### src/rtl/cpu_controller_if.sv
// Controller <-> instruction ROM / datapath signal bundle.
// The master side is the sequencer; the slave side is the ROM plus datapath.
interface cpu_controller_if #(
  parameter int PC_W = 7
);
  logic [15:0]     ir_data;
  logic [PC_W-1:0] pc_addr;
  logic [7:0]      d_addr;
  logic            d_wr;
  logic [1:0]      rf_s;
  logic [3:0]      rf_w_addr;
  logic            rf_w_en;
  logic [3:0]      rf_ra_addr;
  logic [3:0]      rf_rb_addr;
  logic [2:0]      alu_s0;
  logic [3:0]      state;
  logic            halted;

  modport master (
    input  ir_data,
    output pc_addr, d_addr, d_wr, rf_s, rf_w_addr, rf_w_en,
           rf_ra_addr, rf_rb_addr, alu_s0, state, halted
  );

  modport slave (
    output ir_data,
    input  pc_addr, d_addr, d_wr, rf_s, rf_w_addr, rf_w_en,
           rf_ra_addr, rf_rb_addr, alu_s0, state, halted
  );
endinterface

### src/rtl/cpu_controller.sv
// Multi-cycle fetch/decode/execute sequencer for the 16-bit CPU.
// Drives the ROM address and every datapath control from PC, IR and state.
//
// state  | meaning
// INIT   | reset state, leaves on first clock after release
// FETCH  | PC presented to the synchronous ROM
// DECODE | ROM data valid; choose execute state, latch IR, bump PC
// NOOP   | no-op (also every unused opcode)
// LOAD_A | present data address, DMem latches it
// LOAD_B | write DMem_Q into R[IR[11:8]]
// STORE  | D[IR[7:0]] <- R[IR[11:8]]
// ADD    | R[IR[3:0]] <- R[IR[11:8]] + R[IR[7:4]]
// SUB    | R[IR[3:0]] <- R[IR[11:8]] - R[IR[7:4]]
// HALT   | parked until reset
module cpu_controller #(
  parameter int PC_W = 7
) (
  input logic             clk,
  input logic             rst_n,
  cpu_controller_if.master bus
);

  typedef enum logic [3:0] {
    S_INIT   = 4'd0,
    S_FETCH  = 4'd1,
    S_DECODE = 4'd2,
    S_NOOP   = 4'd3,
    S_LOAD_A = 4'd4,
    S_LOAD_B = 4'd5,
    S_STORE  = 4'd6,
    S_ADD    = 4'd7,
    S_SUB    = 4'd8,
    S_HALT   = 4'd9
  } state_t;

  state_t          state_q;
  state_t          state_d;
  logic [PC_W-1:0] pc_q;
  logic [15:0]     ir_q;

  logic            d_wr;
  logic [1:0]      rf_s;
  logic            rf_w_en;
  logic [2:0]      alu_s;
  logic            halted;

  always_ff @(posedge clk or negedge rst_n) begin
    if (!rst_n) begin
      state_q <= S_INIT;
      pc_q    <= '0;
      ir_q    <= '0;
    end else begin
      state_q <= state_d;
      if (state_q == S_DECODE) begin
        ir_q <= bus.ir_data;
        pc_q <= pc_q + PC_W'(1);
      end
    end
  end

  // Decode looks at the live ROM word, since IR is only loaded on the DECODE exit edge.
  always_comb begin
    state_d = state_q;
    d_wr    = 1'b0;
    rf_s    = 2'b00;
    rf_w_en = 1'b0;
    alu_s   = 3'b000;
    halted  = 1'b0;
    case (state_q)
      S_INIT:   state_d = S_FETCH;
      S_FETCH:  state_d = S_DECODE;
      S_DECODE: begin
        case (bus.ir_data[15:12])
          4'h1:    state_d = S_STORE;
          4'h2:    state_d = S_LOAD_A;
          4'h3:    state_d = S_ADD;
          4'h4:    state_d = S_SUB;
          4'h5:    state_d = S_HALT;
          default: state_d = S_NOOP;
        endcase
      end
      S_NOOP:   state_d = S_FETCH;
      S_LOAD_A: begin
        rf_s    = 2'b01;
        state_d = S_LOAD_B;
      end
      S_LOAD_B: begin
        rf_s    = 2'b01;
        rf_w_en = 1'b1;
        state_d = S_FETCH;
      end
      S_STORE: begin
        d_wr    = 1'b1;
        state_d = S_FETCH;
      end
      S_ADD: begin
        alu_s   = 3'b001;
        rf_w_en = 1'b1;
        state_d = S_FETCH;
      end
      S_SUB: begin
        alu_s   = 3'b010;
        rf_w_en = 1'b1;
        state_d = S_FETCH;
      end
      S_HALT: begin
        halted  = 1'b1;
        state_d = S_HALT;
      end
      default:  state_d = S_INIT;
    endcase
  end

  assign bus.pc_addr    = pc_q;
  assign bus.d_addr     = ir_q[7:0];
  assign bus.rf_ra_addr = ir_q[11:8];
  assign bus.rf_rb_addr = ir_q[7:4];
  // LOAD names its destination in the same field ADD/SUB use for Ra.
  assign bus.rf_w_addr  = (state_q == S_LOAD_A || state_q == S_LOAD_B) ? ir_q[11:8] : ir_q[3:0];
  assign bus.d_wr       = d_wr;
  assign bus.rf_s       = rf_s;
  assign bus.rf_w_en    = rf_w_en;
  assign bus.alu_s0     = alu_s;
  assign bus.state      = state_q;
  assign bus.halted     = halted;

endmodule

### src/flat_wrapper.sv
// flat-port wrapper written by rule: the top's interface ports become plain ports
module cpu_controller_flat 
#(
  parameter int PC_W = 7
)
  (clk, rst_n, bus_ir_data, bus_pc_addr, bus_d_addr, bus_d_wr, bus_rf_s, bus_rf_w_addr, bus_rf_w_en, bus_rf_ra_addr, bus_rf_rb_addr, bus_alu_s0, bus_state, bus_halted);
  cpu_controller_if #(.PC_W(PC_W)) bus_i ();
  input logic clk;
  input logic rst_n;
  input wire logic [$bits(bus_i.ir_data)-1:0] bus_ir_data;
  output wire logic [$bits(bus_i.pc_addr)-1:0] bus_pc_addr;
  output wire logic [$bits(bus_i.d_addr)-1:0] bus_d_addr;
  output wire logic [$bits(bus_i.d_wr)-1:0] bus_d_wr;
  output wire logic [$bits(bus_i.rf_s)-1:0] bus_rf_s;
  output wire logic [$bits(bus_i.rf_w_addr)-1:0] bus_rf_w_addr;
  output wire logic [$bits(bus_i.rf_w_en)-1:0] bus_rf_w_en;
  output wire logic [$bits(bus_i.rf_ra_addr)-1:0] bus_rf_ra_addr;
  output wire logic [$bits(bus_i.rf_rb_addr)-1:0] bus_rf_rb_addr;
  output wire logic [$bits(bus_i.alu_s0)-1:0] bus_alu_s0;
  output wire logic [$bits(bus_i.state)-1:0] bus_state;
  output wire logic [$bits(bus_i.halted)-1:0] bus_halted;
  assign bus_i.ir_data = bus_ir_data;
  assign bus_pc_addr = bus_i.pc_addr;
  assign bus_d_addr = bus_i.d_addr;
  assign bus_d_wr = bus_i.d_wr;
  assign bus_rf_s = bus_i.rf_s;
  assign bus_rf_w_addr = bus_i.rf_w_addr;
  assign bus_rf_w_en = bus_i.rf_w_en;
  assign bus_rf_ra_addr = bus_i.rf_ra_addr;
  assign bus_rf_rb_addr = bus_i.rf_rb_addr;
  assign bus_alu_s0 = bus_i.alu_s0;
  assign bus_state = bus_i.state;
  assign bus_halted = bus_i.halted;
  cpu_controller #(.PC_W(PC_W)) u_core (.clk(clk), .rst_n(rst_n), .bus(bus_i));
endmodule
### config.mk
export PLATFORM = sky130hd
export DESIGN_NAME = cpu_controller_flat
export DESIGN_NICKNAME = d
export VERILOG_FILES = /design/src/rtl/cpu_controller_if.sv /design/src/rtl/cpu_controller.sv /design/src/flat_wrapper.sv
export SDC_FILE = /design/constraint.sdc
export NUM_CORES = 1
export LEC_CHECK = 0
export CAP_MARGIN = 20
export CORE_UTILIZATION = 43
export CTS_BUF_LIST = sky130_fd_sc_hd__clkbuf_16
export CTS_CLUSTER_DIAMETER = 50
export DETAILED_ROUTE_END_ITERATION = 10
export PLACE_DENSITY = 0.85
export SYNTH_ARGS = -nofsm -noshare
export SYNTH_HDL_FRONTEND = slang
export SYNTH_SLANG_ARGS = --single-unit
### constraint.sdc
create_clock -name clk -period 3.3 [get_ports clk]
set_input_delay 0.33 -clock clk [delete_from_list [all_inputs] [get_ports clk]]
set_output_delay 0.33 -clock clk [all_outputs]
set_load 0.01 [all_outputs]
==> impl_results.md <==
- GRT Total Usage: 21.1%
- TritonCTS Buffers: 3
- CP Launch Type: flop
- Seq/Total Area, Yosys: 49.5%
- Drt pass-1 iters: 4
- RSZ-0062 raised after global routing: no
- Hpwl dp: 1940 µm
- Worst r2r src: u_core.bus.state[0]
- FP Rows: 18
- Layout cells sized above 1: 17.8%
- Via count: 907
- Least-Margin Pin Slew: 0.691 ns
- Post-Syn Instances: 95
- IO buf count: 54
- Crit end category: primary output
- Die width: 54.0 µm
- Fmax achieved: 422 MHz
- Root cell of the clock tree: clkbuf_16
- Mapped Area: 0.00116 mm²
- Diode count: 0
- P&R area growth vs syn: 53.0%
- Final setup fails: 0
- Minimum clock period after layout: 2.37 ns
- Setup_tns: 0 ns
- Sink Count: 23
- Hold slack final: 0.294 ns
- Peak VDD IR: 691 µV
- First-pass GRT wire length: 4280 µm
- Fillers: 191
- Clk pin slew, worst setup/hold paths: 0.06 ns
- Slowest CP cell: dfrtp_1
- CP Data Arrival Time: 2.04 ns
- R2R Path End: u_core.ir_q[7]
- Vias in the first global route: 946
- Via/cell ratio: 5.15
- Status: finished, final reports clean
- Clk_lat worst skew: 0.26 ns
- Final Slew Violations: 0
- Max-slew headroom: 53.8%
- Leading area contributor after synthesis: dfrtp_1
- Post-CTS setup buffer count: 0
- Netlist cell types: 28
- Critical Path, Cell by Cell: nor3b_4 -> mux2_2 -> clkdlybuf4s50_1
- Pleak: 0.724 nW
- Largest net degree at the start of global routing: 24
- Initial antenna violation count: 0
- Post-synth top area share: 49.5%
- Die H: 54.0 µm
- Top post-synthesis cells by area: dfrtp_1 (49%), mux2_2 (16%), buf_4 (4.5%)
- Tcrit/Tclk final: 71.7%
- DRC violations left: 0
- Worst reg2reg path depth: 3
- CTS tree: built
- Bufs on Longest Clock Path: 2
- Routed Antenna Nets: 0
- Pwr Density: 902 mW/mm²
- Yosys reg bits: 23
- Worst clock skew: 0.00402 ns
- H-tree levels: 1
- CP max FO: 9
- CORE AREA: 0.00252 mm²
- Synth warn: 0
- Total wire length: 2640 µm
- Syn_area_per_cell: 12.2 µm²
- GRT met2 Usage: 36.8%
- DR WL/cell: 15.0 µm
- Worst hold-check path type: primary input to async pin
- Kind of critical path: flop to primary output
- Fin. Hold Viols: 0
- Initial core utilization: 46.1%
- CP peak stage delay: 0.51 ns
- GR Util met1: 24.5%
- Met3 Usage GRT: 5.93%
- Nets: 166
- CTS Hold Bufs: 0
- # resized after CTS: 0
- Critical Path RT: 2.97 ns
- Max-cap violations: 0
- Grt peak-use layer: met2
- Die ar.: 0.00292 mm²
- Iter 0 DRT Violations: 8
- Final Util: 70.6%
- Gpl congestion: 0.798
- # IOs: 57
- GRT overflow: 0
- Flop-to-flop setup slack: 1.28 ns
[worst max path at each step]
stage / depth (start not counted) / endpoint / start
2_1_floorplan: 3 / bus_rf_w_addr[0] / u_core.bus.state[1]
3_3_place_gp: 3 / bus_rf_w_addr[2] / u_core.bus.state[2]
3_5_place_dp: 3 / bus_rf_w_addr[3] / u_core.bus.state[2]
4_1_cts: 3 / bus_rf_w_addr[1] / u_core.bus.state[2]
5_1_grt: 3 / bus_rf_w_addr[0] / u_core.bus.state[2]
6_report: 3 / bus_rf_w_addr[3] / u_core.bus.state[2]
[synth_stat cells, drive strengths merged]
cell type and instances:
a21o 1, a221oi 1, a31oi 2, and3 3
buf 9, clkbuf 1, conb 1, dfrtp 23
ha 1, inv 2, mux2 17, nand2 4
nand2b 5, nand4 2, nor2 4, nor2b 2
nor3 2, nor3b 1, nor4b 1, o21a 1
o21ai 3, o22ai 1, o31ai 1, o32ai 1
xnor2 5, xor2 1
[report_power, final]
group	total, mW	switching, mW	internal, mW
Combinational	0.788	0.285	0.503
Sequential	0.559	0.151	0.407
Clock	0.259	0.0973	0.162
[state kept, by name, summed over array words and instances (netlist names)]
register	flops
u_core.bus.state	4
u_core.bus.pc_addr	7
u_core.ir_q	12
[final cells by class]
type                    instances  area [µm²]  area share (%)
flip-flops and latches         23         576            32.3
repair buffers                 56         576            32.3
multi-input cells              61         505            28.4
clock buffers                   3        75.1            4.22
well taps                      30        37.5            2.11
inverters                       2        7.51           0.422
clock inverters                 1        3.75           0.211
[metrics by stage]
| stage | total power [mW] | std cells | setup WS, ns | area [µm²] |
|---|---|---|---|---|
| after floorplan | 0.955 | 96 | 1.60 | 1170 |
| after detailed placement | 1.35 | 171 | 1.19 | 1670 |
| after global routing | 1.70 | 176 | 0.841 | 1780 |
| final | 1.61 | 176 | 0.933 | 1780 |
| after global placement | 1.32 | 171 | 1.26 | 1670 |
| after CTS | 1.61 | 175 | 0.906 | 1750 |
[cell usage in the layout, fill, tap and decap left out, drive strengths merged]
master / synthesis / final
a221oi: 1 / 1
clkdlybuf4s50: 0 / 54
nor3: 2 / 2
o21a: 1 / 1
nor2: 4 / 4
mux2: 17 / 17
xor2: 1 / 1
inv: 2 / 3
xnor2: 5 / 5
dfrtp: 23 / 23
conb: 1 / 2
o22ai: 1 / 1
clkbuf: 1 / 3
o21ai: 3 / 3
ha: 1 / 1
o32ai: 1 / 1
buf: 9 / 2
nor3b: 1 / 1
o31ai: 1 / 1
nor4b: 1 / 1
a21o: 1 / 1
a31oi: 2 / 2
nand2b: 5 / 5
and3: 3 / 3
nand4: 2 / 2
nor2b: 2 / 2
nand2: 4 / 4
[kinds of logic after synthesis]
logic type	share of synthesized area [%]
muxes	16.5
adders and majority gates	1.08
AOI/OAI and AO/OA	6.99
DFF	49.5
buffers and inverters	7.42
other	0.322
xor gates and xnor gates	4.52
and+or+nand+nor	13.8
[worst max-delay path: cells and delay by family (launching register included)]
kind | cells | cell delay (ns)
flops | 1 | 0.51
mux | 1 | 0.39
simple gates | 1 | 0.40
buf+inv | 1 | 0.48
[routing by layer]
| metal | up-vias | routed length, µm | share of wire (%) |
|---|---|---|---|
| li1 | 428 | - | - |
| met1 | 440 | 1050 | 40 |
| met2 | 34 | 1390 | 53 |
| met3 | 5 | 155 | 5.9 |
| met4 | 0 | 36 | 1.4 |
| met5 | - | 0 | 0 |
No activity file was read; power rests on OpenSTA's default activity.
